===== src/rtl/lsu_pkg.sv =====
// lsu_pkg -- shared definitions for the memory-access stage.
// Purpose: FSM state encoding, bit positions of the one-hot
// load/store info vector, and the base byte-strobe patterns that
// get shifted into position by the byte offset.
// Ports: none (package).
package lsu_pkg;

  // Stage sequencing: idle, request issued, waiting for load data,
  // result presented to writeback.
  typedef enum logic [1:0] {
    S_IDLE = 2'd0,
    S_REQ  = 2'd1,
    S_RESP = 2'd2,
    S_OUT  = 2'd3
  } lsu_state_e;

  // Bit positions inside load_store_info (one-hot, all-zero = ALU op).
  localparam int LS_LB  = 7;
  localparam int LS_LH  = 6;
  localparam int LS_LW  = 5;
  localparam int LS_LBU = 4;
  localparam int LS_LHU = 3;
  localparam int LS_SB  = 2;
  localparam int LS_SH  = 1;
  localparam int LS_SW  = 0;

  // Strobe patterns for lane 0; byte/half are shifted by the offset.
  localparam logic [3:0] STRB_BYTE = 4'b0001;
  localparam logic [3:0] STRB_HALF = 4'b0011;
  localparam logic [3:0] STRB_WORD = 4'b1111;

endpackage


===== src/rtl/lsu_mem_stage_align.sv =====
// lsu_align -- combinational lane logic for the memory-access stage.
// Purpose: decodes the load/store info vector (lowest set bit wins),
// builds store strobes and lane-replicated store data from the live
// execute inputs, and extracts/extends load data using the access
// parameters captured when the load was accepted.
// Ports:
//   info_i, off_i, store_data_i   live execute-side decode inputs
//   ld_sel_o, is_load_o, is_store_o  decoded access class
//   wstrb_o, wdata_o              store strobes and replicated data
//   misalign_o                    misaligned access (LSU_MISALIGN_TRAP_EN only)
//   ld_sel_i, ld_off_i, rdata_i   captured load kind/offset and memory word
//   ld_data_o                     extended load result
// Configuration: `define LSU_MISALIGN_TRAP_EN adds misalign_o.
module lsu_align
  import lsu_pkg::*;
(
  input  logic [7:0]          info_i,
  input  logic [1:0]          off_i,
  input  logic [31:0]         store_data_i,
  output logic [LS_LB:LS_LHU] ld_sel_o,
  output logic                is_load_o,
  output logic                is_store_o,
  output logic [3:0]          wstrb_o,
  output logic [31:0]         wdata_o,
`ifdef LSU_MISALIGN_TRAP_EN
  output logic                misalign_o,
`endif
  input  logic [LS_LB:LS_LHU] ld_sel_i,
  input  logic [1:0]          ld_off_i,
  input  logic [31:0]         rdata_i,
  output logic [31:0]         ld_data_o
);

  logic [7:0]  sel;
  logic [31:0] word;

  // Isolate the lowest set bit so a malformed multi-hot vector still
  // selects exactly one access type.
  assign sel        = info_i & (~info_i + 8'd1);
  assign ld_sel_o   = sel[LS_LB:LS_LHU];
  assign is_load_o  = |sel[LS_LB:LS_LHU];
  assign is_store_o = |sel[LS_SB:LS_SW];

  // Strobes shifted past lane 3 fall off the 4-bit result.
  always_comb begin
    wstrb_o = 4'b0000;
    wdata_o = 32'h0;
    if (sel[LS_SB]) begin
      wstrb_o = STRB_BYTE << off_i;
      wdata_o = {4{store_data_i[7:0]}};
    end else if (sel[LS_SH]) begin
      wstrb_o = STRB_HALF << off_i;
      wdata_o = {2{store_data_i[15:0]}};
    end else if (sel[LS_SW]) begin
      wstrb_o = STRB_WORD;
      wdata_o = store_data_i;
    end
  end

`ifdef LSU_MISALIGN_TRAP_EN
  assign misalign_o = ((sel[LS_LH] | sel[LS_LHU] | sel[LS_SH]) & off_i[0]) |
                      ((sel[LS_LW] | sel[LS_SW]) & (off_i != 2'b00));
`endif

  // The shift zero-fills, so bytes beyond lane 3 read as zero.
  assign word = rdata_i >> {ld_off_i, 3'b000};

  always_comb begin
    ld_data_o = 32'h0;
    if (ld_sel_i[LS_LB])       ld_data_o = {{24{word[7]}}, word[7:0]};
    else if (ld_sel_i[LS_LBU]) ld_data_o = {24'h0, word[7:0]};
    else if (ld_sel_i[LS_LH])  ld_data_o = {{16{word[15]}}, word[15:0]};
    else if (ld_sel_i[LS_LHU]) ld_data_o = {16'h0, word[15:0]};
    else if (ld_sel_i[LS_LW])  ld_data_o = word;
  end

endmodule


===== src/rtl/lsu_mem_stage.sv =====
// lsu_mem_stage -- memory-access stage between execute and writeback.
// Purpose: issues data-memory loads/stores over req/gnt/rvalid and
// hands a registered result to writeback over valid/ready. ALU ops
// pass through with one cycle of latency.
// Ports:
//   clk, rst                 clock, synchronous active-high reset
//   ex_*/rd_*/pc_i, *_i      execute results; ex_ready_o accept handshake
//   dmem_*                   data-memory request/response interface
//   wb_*                     registered writeback result, valid/ready
//   misalign_o               misaligned-access flag (LSU_MISALIGN_TRAP_EN only)
// Configuration: `define LSU_MISALIGN_TRAP_EN to turn misaligned
// accesses into a flagged, memory-free writeback of the address.
module lsu_mem_stage
  import lsu_pkg::*;
#(
  parameter int WIDTH     = 32,
  parameter int REG_WIDTH = 5
) (
  input  logic                 clk,
  input  logic                 rst,
  input  logic                 ex_valid_i,
  output logic                 ex_ready_o,
  input  logic [7:0]           load_store_info_i,
  input  logic [WIDTH-1:0]     alu_result_i,
  input  logic [WIDTH-1:0]     mem_addr_i,
  input  logic [WIDTH-1:0]     store_data_i,
  input  logic [REG_WIDTH-1:0] rd_i,
  input  logic                 rd_wen_i,
  input  logic [WIDTH-1:0]     pc_i,
  output logic                 dmem_req_o,
  output logic                 dmem_we_o,
  output logic [WIDTH-1:0]     dmem_addr_o,
  output logic [3:0]           dmem_wstrb_o,
  output logic [WIDTH-1:0]     dmem_wdata_o,
  input  logic                 dmem_gnt_i,
  input  logic                 dmem_rvalid_i,
  input  logic [WIDTH-1:0]     dmem_rdata_i,
  output logic                 wb_valid_o,
  input  logic                 wb_ready_i,
  output logic [REG_WIDTH-1:0] wb_rd_o,
  output logic                 wb_wen_o,
  output logic [WIDTH-1:0]     wb_data_o,
  output logic [WIDTH-1:0]     wb_pc_o
`ifdef LSU_MISALIGN_TRAP_EN
  ,
  output logic                 misalign_o
`endif
);

  lsu_state_e           state_q, state_d;
  logic                 req_q, req_d;
  logic                 we_q, we_d;
  logic [WIDTH-1:0]     addr_q, addr_d;
  logic [3:0]           wstrb_q, wstrb_d;
  logic [WIDTH-1:0]     wdata_q, wdata_d;
  logic [LS_LB:LS_LHU]  ld_sel_q, ld_sel_d;
  logic [1:0]           off_q, off_d;
  logic                 valid_q, valid_d;
  logic [REG_WIDTH-1:0] rd_q, rd_d;
  logic                 wen_q, wen_d;
  logic [WIDTH-1:0]     data_q, data_d;
  logic [WIDTH-1:0]     pc_q, pc_d;
`ifdef LSU_MISALIGN_TRAP_EN
  logic                 mis_q, mis_d;
  logic                 a_misalign;
`endif

  logic                 accept;
  logic [LS_LB:LS_LHU]  a_ld_sel;
  logic                 a_is_load, a_is_store;
  logic [3:0]           a_wstrb;
  logic [WIDTH-1:0]     a_wdata;
  logic [WIDTH-1:0]     a_ld_data;

  // Strobes/data come from the live inputs; extraction uses the load
  // kind and offset captured at accept time.
  lsu_align u_align (
    .info_i       (load_store_info_i),
    .off_i        (mem_addr_i[1:0]),
    .store_data_i (store_data_i),
    .ld_sel_o     (a_ld_sel),
    .is_load_o    (a_is_load),
    .is_store_o   (a_is_store),
    .wstrb_o      (a_wstrb),
    .wdata_o      (a_wdata),
`ifdef LSU_MISALIGN_TRAP_EN
    .misalign_o   (a_misalign),
`endif
    .ld_sel_i     (ld_sel_q),
    .ld_off_i     (off_q),
    .rdata_i      (dmem_rdata_i),
    .ld_data_o    (a_ld_data)
  );

  // Accepting while OUT is being drained keeps ALU ops at full rate.
  assign ex_ready_o = (state_q == S_IDLE) | ((state_q == S_OUT) & wb_ready_i);
  assign accept     = ex_valid_i & ex_ready_o;

  // Next-state and next-output computation for the whole stage.
  always_comb begin
    state_d  = state_q;
    req_d    = req_q;
    we_d     = we_q;
    addr_d   = addr_q;
    wstrb_d  = wstrb_q;
    wdata_d  = wdata_q;
    ld_sel_d = ld_sel_q;
    off_d    = off_q;
    valid_d  = valid_q;
    rd_d     = rd_q;
    wen_d    = wen_q;
    data_d   = data_q;
    pc_d     = pc_q;
`ifdef LSU_MISALIGN_TRAP_EN
    mis_d    = mis_q;
`endif
    case (state_q)
      S_IDLE, S_OUT: begin
        if ((state_q == S_OUT) && wb_ready_i) begin
          state_d = S_IDLE;
          valid_d = 1'b0;
`ifdef LSU_MISALIGN_TRAP_EN
          mis_d   = 1'b0;
`endif
        end
        if (accept) begin
          rd_d     = rd_i;
          pc_d     = pc_i;
          off_d    = mem_addr_i[1:0];
          ld_sel_d = a_ld_sel;
          if (!a_is_load && !a_is_store) begin
            state_d = S_OUT;
            valid_d = 1'b1;
            wen_d   = rd_wen_i;
            data_d  = alu_result_i;
          end
`ifdef LSU_MISALIGN_TRAP_EN
          else if (a_misalign) begin
            state_d = S_OUT;
            valid_d = 1'b1;
            wen_d   = 1'b0;
            data_d  = mem_addr_i;
            mis_d   = 1'b1;
          end
`endif
          else begin
            state_d = S_REQ;
            valid_d = 1'b0;
            req_d   = 1'b1;
            we_d    = a_is_store;
            addr_d  = {mem_addr_i[WIDTH-1:2], 2'b00};
            wstrb_d = a_wstrb;
            wdata_d = a_wdata;
            wen_d   = a_is_load & rd_wen_i;
          end
        end
      end
      S_REQ: begin
        if (dmem_gnt_i) begin
          req_d = 1'b0;
          if (we_q) begin
            state_d = S_OUT;
            valid_d = 1'b1;
          end else begin
            state_d = S_RESP;
          end
        end
      end
      S_RESP: begin
        if (dmem_rvalid_i) begin
          state_d = S_OUT;
          valid_d = 1'b1;
          data_d  = a_ld_data;
        end
      end
      default: state_d = S_IDLE;
    endcase
  end

  // Reset abandons any in-flight access and clears every output.
  always_ff @(posedge clk) begin
    if (rst) begin
      state_q  <= S_IDLE;
      req_q    <= 1'b0;
      we_q     <= 1'b0;
      addr_q   <= '0;
      wstrb_q  <= 4'b0000;
      wdata_q  <= '0;
      ld_sel_q <= '0;
      off_q    <= 2'b00;
      valid_q  <= 1'b0;
      rd_q     <= '0;
      wen_q    <= 1'b0;
      data_q   <= '0;
      pc_q     <= '0;
`ifdef LSU_MISALIGN_TRAP_EN
      mis_q    <= 1'b0;
`endif
    end else begin
      state_q  <= state_d;
      req_q    <= req_d;
      we_q     <= we_d;
      addr_q   <= addr_d;
      wstrb_q  <= wstrb_d;
      wdata_q  <= wdata_d;
      ld_sel_q <= ld_sel_d;
      off_q    <= off_d;
      valid_q  <= valid_d;
      rd_q     <= rd_d;
      wen_q    <= wen_d;
      data_q   <= data_d;
      pc_q     <= pc_d;
`ifdef LSU_MISALIGN_TRAP_EN
      mis_q    <= mis_d;
`endif
    end
  end

  assign dmem_req_o   = req_q;
  assign dmem_we_o    = we_q;
  assign dmem_addr_o  = addr_q;
  assign dmem_wstrb_o = wstrb_q;
  assign dmem_wdata_o = wdata_q;
  assign wb_valid_o   = valid_q;
  assign wb_rd_o      = rd_q;
  assign wb_wen_o     = wen_q;
  assign wb_data_o    = data_q;
  assign wb_pc_o      = pc_q;
`ifdef LSU_MISALIGN_TRAP_EN
  assign misalign_o   = mis_q;
`endif

endmodule


===== config.mk =====
export PLATFORM = sky130hd
export DESIGN_NAME = lsu_mem_stage
export DESIGN_NICKNAME = d
export VERILOG_FILES = /design/src/rtl/lsu_pkg.sv /design/src/rtl/lsu_mem_stage_align.sv /design/src/rtl/lsu_mem_stage.sv
export SDC_FILE = /design/constraint.sdc
export NUM_CORES = 1
export LEC_CHECK = 0
export ABC_AREA = 1
export BUFFER_PORTS_ARGS = -buffer_cell sky130_fd_sc_hd__buf_2
export CAP_MARGIN = 10
export CORE_UTILIZATION = 40
export CTS_CLUSTER_DIAMETER = 100
export DETAILED_ROUTE_END_ITERATION = 10
export GPL_TIMING_DRIVEN = 0
export MAX_ROUTING_LAYER = met4
export PLACE_DENSITY = 0.73
export SLEW_MARGIN = 15
export SYNTH_ARGS = -nofsm -noshare
export SYNTH_HDL_FRONTEND = slang
export SYNTH_SLANG_ARGS = --single-unit

===== constraint.sdc =====
create_clock -name clk -period 1.8 [get_ports clk]
set_input_delay 0.09 -clock clk [delete_from_list [all_inputs] [get_ports clk]]
set_output_delay 0.09 -clock clk [all_outputs]
set_load 0.05 [all_outputs]

==> results of run 1 <==
## synthesized netlist by cell type, types with 3 or more instances
cell | instances | area (µm²)
sky130_fd_sc_hd__nor2_1 | 240 | 901
sky130_fd_sc_hd__nand2_1 | 262 | 983
sky130_fd_sc_hd__nand3_1 | 78 | 390
sky130_fd_sc_hd__buf_4 | 5 | 37.5
sky130_fd_sc_hd__o21ai_0 | 132 | 661
sky130_fd_sc_hd__buf_2 | 23 | 115
sky130_fd_sc_hd__nand3_2 | 3 | 30.0
sky130_fd_sc_hd__o21ai_1 | 8 | 40.0
sky130_fd_sc_hd__dfxtp_1 | 148 | 2960
sky130_fd_sc_hd__o211ai_1 | 10 | 75.1
sky130_fd_sc_hd__a21oi_1 | 32 | 160
sky130_fd_sc_hd__inv_1 | 107 | 402
sky130_fd_sc_hd__ha_1 | 8 | 100
sky130_fd_sc_hd__inv_2 | 4 | 15.0
sky130_fd_sc_hd__nor2_2 | 4 | 25.0
sky130_fd_sc_hd__or2_2 | 25 | 156
sky130_fd_sc_hd__clkbuf_1 | 35 | 131
sky130_fd_sc_hd__buf_6 | 7 | 78.8
## kinds of logic (layout without fill, tap and decap cells)
| family | Yosys count | count (layout) |
|---|---|---|
| simple gates | 619 | 619 |
| buf+inv | 183 | 615 |
| other cells | 1 | 2 |
| compound gates | 186 | 186 |
| flops | 148 | 148 |
| fa+ha+maj | 8 | 8 |
## routing by layer
| layer | global-route usage [%] | up-vias | part of all wire, % |
|---|---|---|---|
| met4 | 12.2 | 0 | 3.3 |
| li1 | - | 4424 | - |
| met1 | 35.1 | 3951 | 42 |
| met5 | - | - | 0 |
| met3 | 6.36 | 65 | 7.9 |
| met2 | 47.5 | 398 | 47 |
## final cells by class
type,instances,share of cell area (%)
multi-input combinational,815,34.3
sequential,148,27.5
timing repair buffer,400,22.2
buffer,71,4.37
clock buffer,19,4.02
inverter,112,3.94
tap,229,2.66
clock inverter,13,0.941
## stage by stage
stage	setup TNS [ns]	instances
after floorplan	0	1146
after global placement	-11.20	1693
after detailed placement	-15.20	1693
after CTS	-0.0328	1803
after global routing	-0.123	1807
final	0	1807
## power by group through the flow
stage / sequential [mW] / clock, mW / combinational (mW)
final: 5.12 / 3.29 / 12.0
after global routing: 5.27 / 3.50 / 13.0
after CTS: 5.09 / 3.34 / 11.6
after detailed placement: 5.14 / 0 / 11.3
after global placement: 5.10 / 0 / 11.2
after floorplan: 9.06 / 0 / 4.52
## tightest hold or removal path, delay by kind of cell
kind | cells | cell delay [ns]
and+or+nand+nor | 2 | 0.12
AOI/OAI and AO/OA | 2 | 0.13
buffers and inverters | 1 | 0.08
## sequential cells by signal (all words and copies together), names as in the netlist
| name | count |
|---|---|
| dmem_wstrb_o | 4 |
| off_q | 2 |
| dmem_we_o | 1 |
| wb_wen_o | 1 |
| state_q | 2 |
| wb_valid_o | 1 |
| dmem_wdata_o | 32 |
| dmem_req_o | 1 |
| wb_data_o | 32 |
| ld_sel_q | 5 |
| dmem_addr_o | 30 |
| wb_pc_o | 32 |
| wb_rd_o | 5 |
## cell usage in the layout (no fill, tap or decap), types with 3 or more instances in the layout
| cell type | count |
|---|---|
| sky130_fd_sc_hd__ha_1 | 6 |
| sky130_fd_sc_hd__o21ai_2 | 7 |
| sky130_fd_sc_hd__nand2_1 | 258 |
| sky130_fd_sc_hd__nor2_2 | 3 |
| sky130_fd_sc_hd__nand3_1 | 77 |
| sky130_fd_sc_hd__buf_6 | 10 |
| sky130_fd_sc_hd__a21oi_1 | 32 |
| sky130_fd_sc_hd__buf_8 | 4 |
| sky130_fd_sc_hd__o211ai_1 | 10 |
| sky130_fd_sc_hd__dlygate4sd3_1 | 77 |
| sky130_fd_sc_hd__inv_6 | 5 |
| sky130_fd_sc_hd__buf_4 | 11 |
| sky130_fd_sc_hd__nand3_2 | 3 |
| sky130_fd_sc_hd__o21ai_0 | 107 |
| sky130_fd_sc_hd__clkbuf_1 | 22 |
| sky130_fd_sc_hd__clkinv_2 | 3 |
| sky130_fd_sc_hd__clkinvlp_4 | 4 |
| sky130_fd_sc_hd__clkbuf_2 | 9 |
| sky130_fd_sc_hd__buf_2 | 332 |
| sky130_fd_sc_hd__o21ai_1 | 27 |
| sky130_fd_sc_hd__clkbuf_4 | 8 |
| sky130_fd_sc_hd__inv_2 | 9 |
| sky130_fd_sc_hd__dfxtp_1 | 146 |
| sky130_fd_sc_hd__nor2_1 | 239 |
| sky130_fd_sc_hd__nor2_4 | 3 |
| sky130_fd_sc_hd__inv_1 | 101 |
| sky130_fd_sc_hd__clkbuf_16 | 17 |
| sky130_fd_sc_hd__or2_2 | 25 |
| sky130_fd_sc_hd__nand2_2 | 4 |
## repair_timing
action | 4_1_cts | 5_1_grt
setup endpoints to repair | 134 | 136
resized for setup | 30 | 81
setup buffers | 1 | 4
pin swaps | 0 | 4
hold buffers | 77 | 0
endpoints found under the hold margin | 77 | 0
## final timing paths
check | from | to | slack [ns] | cells after the start
min reg2reg | dmem_wstrb_o[0]$_SDFFE_PP0P_ | dmem_wstrb_o[0]$_SDFFE_PP0P_ | 0.46 | 2
max reg2reg | state_q[0]$_SDFFE_PP0P_ | dmem_we_o$_SDFFE_PP0P_ | 0.07 | 11
max | state_q[0]$_SDFFE_PP0P_ | dmem_we_o$_SDFFE_PP0P_ | 0.07 | 11
min | store_data_i[23] | dmem_wdata_o[23]$_SDFFE_PP0P_ | 0.03 | 5
==> impl_results.md, run 1 <==
* Result of the run: finished, final reports clean
* Wire length of the first global-routing pass at slightly above 40000 µm
* Total inserted antenna cells at 0
* Kind of launch point of the worst setup path: register
* DRC violation total after the first TritonRoute iteration at ~570
* Synthesis warning total at 0
* Sequential cell area at ~0.003 mm²
* Number of I/O port buffers at around 320
* Final cell utilization of the core at about three fifths
* RSZ-0062 raised after global routing: true
* CTS HTree Levels at 4
* Comb pwr share at around three fifths
* Part of the power in the clock network at between 10% and 20%
* Headroom to the max-slew limit at 37.6%
* Element type at the critical path end: register
* Multiplexer share of the synthesized area at 0%
* Synth Area in Simple Gates at approximately 34%
* Fin crit share at a little over nine tenths
* Most used flip-flop cell after synthesis: sky130_fd_sc_hd__dfxtp_1
* Net switching power at 10.9 mW
* Area of the mapped netlist at 0.00736 mm²
* Worst supply voltage drop on vdd at around 1300 µV
* Fill cell instance count of the final layout at around 1700
* Number of enable-type register cells in the synthesized netlist at 0
* Placement row count at slightly below 50
* Tot GR Track Use at between 20 and 30%
* DR WL/cell at roughly 15 µm
* Maximum number of buffers from clock root to sink at 2
* Slowest stage delay, CP at 0.34 ns
* Leakage power summed over all cells at between 5 and 6 nW
* Antenna Violating Nets Remaining at 0
* Post-Place Setup Slack at -0.259 ns
* Effective utilization at floorplan at around 41%
* Final Wtd Congestion at around 1
* Post-route design area at roughly 0.011 mm²
* Sequential power share at about a quarter
* Critical path class: reg2reg
* Fin. Hold Viols at 0
* CTS tree: done
* Adder and majority gate portion of the synthesized area at under 10%
* Top-level I/O count at between 300 and 400
* Setup violators final at 0
* Synthesized-area fraction occupied by xor and xnor cells at 0%
* Clock net sink count at ~150
* Sw Ratio at 53.1%
* Cell internal pwr at between 9 and 10 mW
* Antenna violations before repair at 0
* Largest net degree at the start of global routing at 17
* Detailed-route DRC error count at 0
* Vertical die dimension at between 100 and 150 µm
* Core region area at 0.0180 mm²
* Synthesis-to-layout area growth at 46.5%
* Flop and latch count out of synthesis at around 150
* Clock tree root driver cell: sky130_fd_sc_hd__clkbuf_16
* Final wirelength at 27600 µm
* Post-synthesis cell count at ~1100
* Clock input transition at the sequential cells of the worst setup and hold paths at ~0.06 ns
* Sequential-to-total area share from yosys stat at between 40% and 50%
* Number of buffers added by the clock tree synthesis step at 17
* Hold slack at between 0.02 and 0.03 ns
* Achievable Freq at slightly below 0.6 GHz
* Placed Area at between 0.009 and 0.01 mm²
* Share of final-layout standard cells stronger than drive strength 1 at between 20% and 30%
* HPWL reported at the end of detailed placement at ~20000 µm
* Number of global-route vias before repair at about 8000
* Critical-path cell list: inv_2 > ha_4 > inv_1 > nand2_2 > nand2_2 > nor2_4 > nand2_4 > buf_6 > buf_4 > a21oi_1 > nor2_1
* Cell with the largest stage delay on the worst path: sky130_fd_sc_hd__dfxtp_2
* Via total after detailed routing at slightly below 9000
* Total area of multi-input combinational cells at 0.00370 mm²
* Distinct cell type count of the synthesized netlist at 29
* Arrival time at the worst endpoint at 2.03 ns
* Syn avg cell area at around 6.4 µm²
* Top cell by count, worst path: sky130_fd_sc_hd__nand2_2
* Gr ovfl total at 0
* Final #Nets at around 1800
* Data required time of the worst path at roughly 2.1 ns
* Combinational family with the most area after synthesis: simple AND/OR/NAND/NOR gates
* Average via count per standard cell at just under 5
* Total power divided by cell area at roughly 1900 mW/mm²
* Clock latency at the later pin of the worst-skew pair at approximately 0.42 ns
* Total design power at 20.4 mW
* Count of buffering cells on the critical path with inverters included at 4
* Total Die Area at roughly 0.019 mm²
* 1st-pass router iterations at 5
* Maximum clock skew at final layout at 0.00902 ns
* Count of pins over their slew limit at 0
* Class of the tightest hold or removal check: in2reg
* Kind of cell adding the most delay to the critical path: simple AND/OR/NAND/NOR gates
* Measured slew at the worst slew-check pin at 0.926 ns
* Tmin final at between 1.5 and 2 ns
* Width of the die at ~140 µm
* Worst-path fanout max at 10
* Synth Area in Compound Gates at 13.1%
* Post-layout worst setup margin at 0.0655 ns
* Post-synthesis async set-or-reset flop share at 0%
* Max-cap viol count at 0
No activity file was read; power rests on OpenSTA's default activity.
==> run 2: changes to the inputs <==
- CTS_BUF_LIST: default -> sky130_fd_sc_hd__clkbuf_8
==> run 2 against run 1 <==
  * Power fell by 3.7%
  * Non-clock buffer count rose by 17
  * Worst hold slack improved by 0.0059 ns
  * Die area did not move
  * Maximum frequency rose by 0.31%
  * Via count rose by 0.67%
  * Sequential share of layout area barely moved
  * Global-route usage fell by 0.056 points
  * First-iteration DRC count fell by 13%
  * Combinational power barely moved
  * Design area barely moved
  * Register-to-register slack barely moved
==> impl_results.md, run 2 (synthesized netlist as in run 1, its figures left out) <==
* Total power divided by cell area at 1830 mW/mm² (-3.8%)
* CTS HTree Levels at 4 (unchanged)
* Destination of the worst hold path: wb_data_o[2]$_SDFFE_PP0P_
* Post-layout worst setup margin at 0.0708 ns (+0.00534 ns)
* Synthesis-to-layout area growth at 46.6% (about the same)
* Element type at the critical path end: register
* Sw Ratio at 54.8% (+1.7 points)
* DR WL/cell at 15.2 µm (-0.23%)
* Part of the power in the clock network at 11.9% (-4.2 points)
* Number of I/O port buffers at 318 (unchanged)
* Leakage power summed over all cells at 5.66 nW (+0.11%)
* Critical path class: reg2reg
* Measured slew at the worst slew-check pin at 0.924 ns (-0.00268 ns)
* RSZ-0062 raised after global routing: true
* Worst supply voltage drop on vdd at 1320 µV (-0.67%)
* Total design power at 19.7 mW (-3.7%)
* Clock latency at the later pin of the worst-skew pair at 0.45 ns (+0.03 ns)
* Cell internal pwr at 8.90 mW (-7.3%)
* Tot GR Track Use at 29.3% (-0.056 points)
* Average via count per standard cell at 4.88 (-0.33%)
* Critical R2R Capture: dmem_wdata_o[25]$_SDFFE_PP0P_
* HPWL reported at the end of detailed placement at 20000 µm (unchanged)
* Maximum clock skew at final layout at 0.0133 ns (+0.00423 ns)
* Achievable Freq at 0.578 GHz (+0.31%)
* Tmin final at 1.73 ns (-0.00534 ns)
* Clock input transition at the sequential cells of the worst setup and hold paths at 0.09 ns (+0.03 ns)
* Effective utilization at floorplan at 40.9% (unchanged)
* Reg-to-Reg Start: state_q[0]$_SDFFE_PP0P_
* Clock net sink count at 148 (unchanged)
* Fin. Hold Viols at 0 (unchanged)
* Data required time of the worst path at 2.14 ns (+0.05 ns)
* Detailed-route DRC error count at 0 (unchanged)
* Vertical die dimension at 138 µm (unchanged)
* 1st-pass router iterations at 5 (unchanged)
* Share of final-layout standard cells stronger than drive strength 1 at 29.5% (-0.19 points)
* Via total after detailed routing at 8897 (+0.67%)
* Final cell utilization of the core at 60.0% (about the same)
* Fin crit share at 96.1% (-0.30 points)
* Setup violators final at 0 (unchanged)
* Hold slack at 0.0323 ns (+0.00591 ns)
* DRC violation total after the first TritonRoute iteration at 497 (-13%)
* Worst-path fanout max at 10 (unchanged)
* Class of the tightest hold or removal check: in2reg
* Gr ovfl total at 0 (unchanged)
* Number of buffers added by the clock tree synthesis step at 17 (unchanged)
* Cell depth of the worst hold path at 5 (unchanged)
* Clock tree root driver cell: sky130_fd_sc_hd__clkbuf_8
* Net switching power at 10.8 mW (-0.55%)
* Maximum number of buffers from clock root to sink at 2 (unchanged)
* Min-Delay Startpoint: alu_result_i[2]
* Final Wtd Congestion at 0.980 (unchanged)
* R2R depth at 10 (-1)
* Most common library cell in the layout ignoring fill and taps: sky130_fd_sc_hd__buf_2
* Kind of launch point of the worst setup path: register
* Antenna violations before repair at 0 (unchanged)
* Antenna Violating Nets Remaining at 0 (unchanged)
* Max-cap viol count at 0 (unchanged)
* Result of the run: finished, final reports clean
* Top-level I/O count at 322 (unchanged)
* Number of global-route vias before repair at 7977 (-0.15%)
* Total Die Area at 0.0189 mm² (unchanged)
* Most used cells in the layout excluding fill and tap cells: sky130_fd_sc_hd__buf_2, sky130_fd_sc_hd__nand2_1, sky130_fd_sc_hd__nor2_1
* Comb pwr share at 62.0% (+3.2 points)
* Wire length of the first global-routing pass at 40900 µm (-0.15%)
* CTS tree: done
* Placement row count at 49 (unchanged)
* Final #Nets at 1770 (+0.97%)
* Width of the die at 138 µm (unchanged)
* Largest net degree at the start of global routing at 17 (unchanged)
* Post-Place Setup Slack at -0.259 ns (unchanged)
* Sequential power share at 26.0% (+0.9 points)
* Count of pins over their slew limit at 0 (unchanged)
* Cell count after placement at 1693 (unchanged)
* Final wirelength at 27800 µm (+0.76%)
* Headroom to the max-slew limit at 37.8% (+0.18 points)
* Reg2Reg Setup Slack at 0.07 ns (about the same)
* Arrival time at the worst endpoint at 2.07 ns (+0.04 ns)
* Final instance count without filler cells at 1825 (+1.0%)
* Core region area at 0.0180 mm² (unchanged)
[run 2: cell count changes in the layout (fill, tap and decap cells not counted), sizes merged]
cell	change
clkbuf	+1
diode	+1
dlygate4sd3	+14
inv	+2
[run 2: layout make-up]
class                      instances  area (µm²)
antenna                            1        2.50
inverter                         112         424
multi-input combinational        815        3700
sequential                       148        2970
clock buffer                      17         234
clock inverter                    15         109
buffer                            71         487
timing repair buffer             417        2580
fill                            1706        7180
tap                              229         287
[run 2: worst max-delay path by stage]
stage / from / end / slack (ns) / cells past startpoint
global placement: state_q[0]$_SDFFE_PP0P_ / wb_data_o[24]$_SDFFE_PP0P_ / -0.23 / 11
floorplan: state_q[0]$_SDFFE_PP0P_ / dmem_we_o$_SDFFE_PP0P_ / 0.02 / 11
CTS: state_q[0]$_SDFFE_PP0P_ / wb_valid_o$_SDFFE_PP0P_ / -0.03 / 11
detailed placement: state_q[0]$_SDFFE_PP0P_ / wb_data_o[1]$_SDFFE_PP0P_ / -0.26 / 11
finish: state_q[0]$_SDFFE_PP0P_ / dmem_wdata_o[25]$_SDFFE_PP0P_ / 0.07 / 10
global route: state_q[0]$_SDFFE_PP0P_ / wb_data_o[3]$_SDFFE_PP0P_ / -0.03 / 11
[run 2: timing repair]
action	in CTS	in global routing
pin swaps	0	4
gates resized for setup	32	88
hold buffers	91	0
cloned	0	2
hold endpoints to repair	90	0
setup buffers	1	5
setup endpoints to repair	136	140
[run 2: stage by stage]
step           TNS (ns)  area (µm²)
2_1_floorplan         0        7360
3_3_place_gp     -11.20        9240
3_5_place_dp     -15.20        9240
4_1_cts          -0.108       10600
5_1_grt          -0.370       10800
6_report              0       10800
[run 2: power groups by stage]
stage	registers (mW)	clock network, mW	logic (mW)
final	5.12	2.35	12.2
after global routing	5.27	2.56	13.2
after CTS	5.08	2.40	11.6
after detailed placement	5.14	0	11.3
after global placement	5.10	0	11.2
after floorplan	9.06	0	4.52
[run 2: metal layers]
| metal | GRT usage, % | vias up | share of wire, % | routed length [µm] |
|---|---|---|---|---|
| met2 | 46.8 | 394 | 47 | 13000 |
| li1 | - | 4448 | - | - |
| met1 | 35.4 | 3982 | 42 | 11800 |
| met3 | 5.59 | 73 | 7.3 | 2020 |
| met4 | 13.7 | 0 | 3.5 | 977 |
| met5 | - | - | 0 | 0 |
[run 2: critical path, cell delays in order, from the launching register on]
cell,delay (ns)
sky130_fd_sc_hd__dfxtp_2,0.35
sky130_fd_sc_hd__inv_2,0.10
sky130_fd_sc_hd__ha_4,0.14
sky130_fd_sc_hd__inv_1,0.04
sky130_fd_sc_hd__nand2_2,0.08
sky130_fd_sc_hd__nand2_4,0.07
sky130_fd_sc_hd__nor2_4,0.23
sky130_fd_sc_hd__nand2_4,0.12
sky130_fd_sc_hd__clkbuf_2,0.20
sky130_fd_sc_hd__o21ai_0,0.24
sky130_fd_sc_hd__nor2_1,0.07
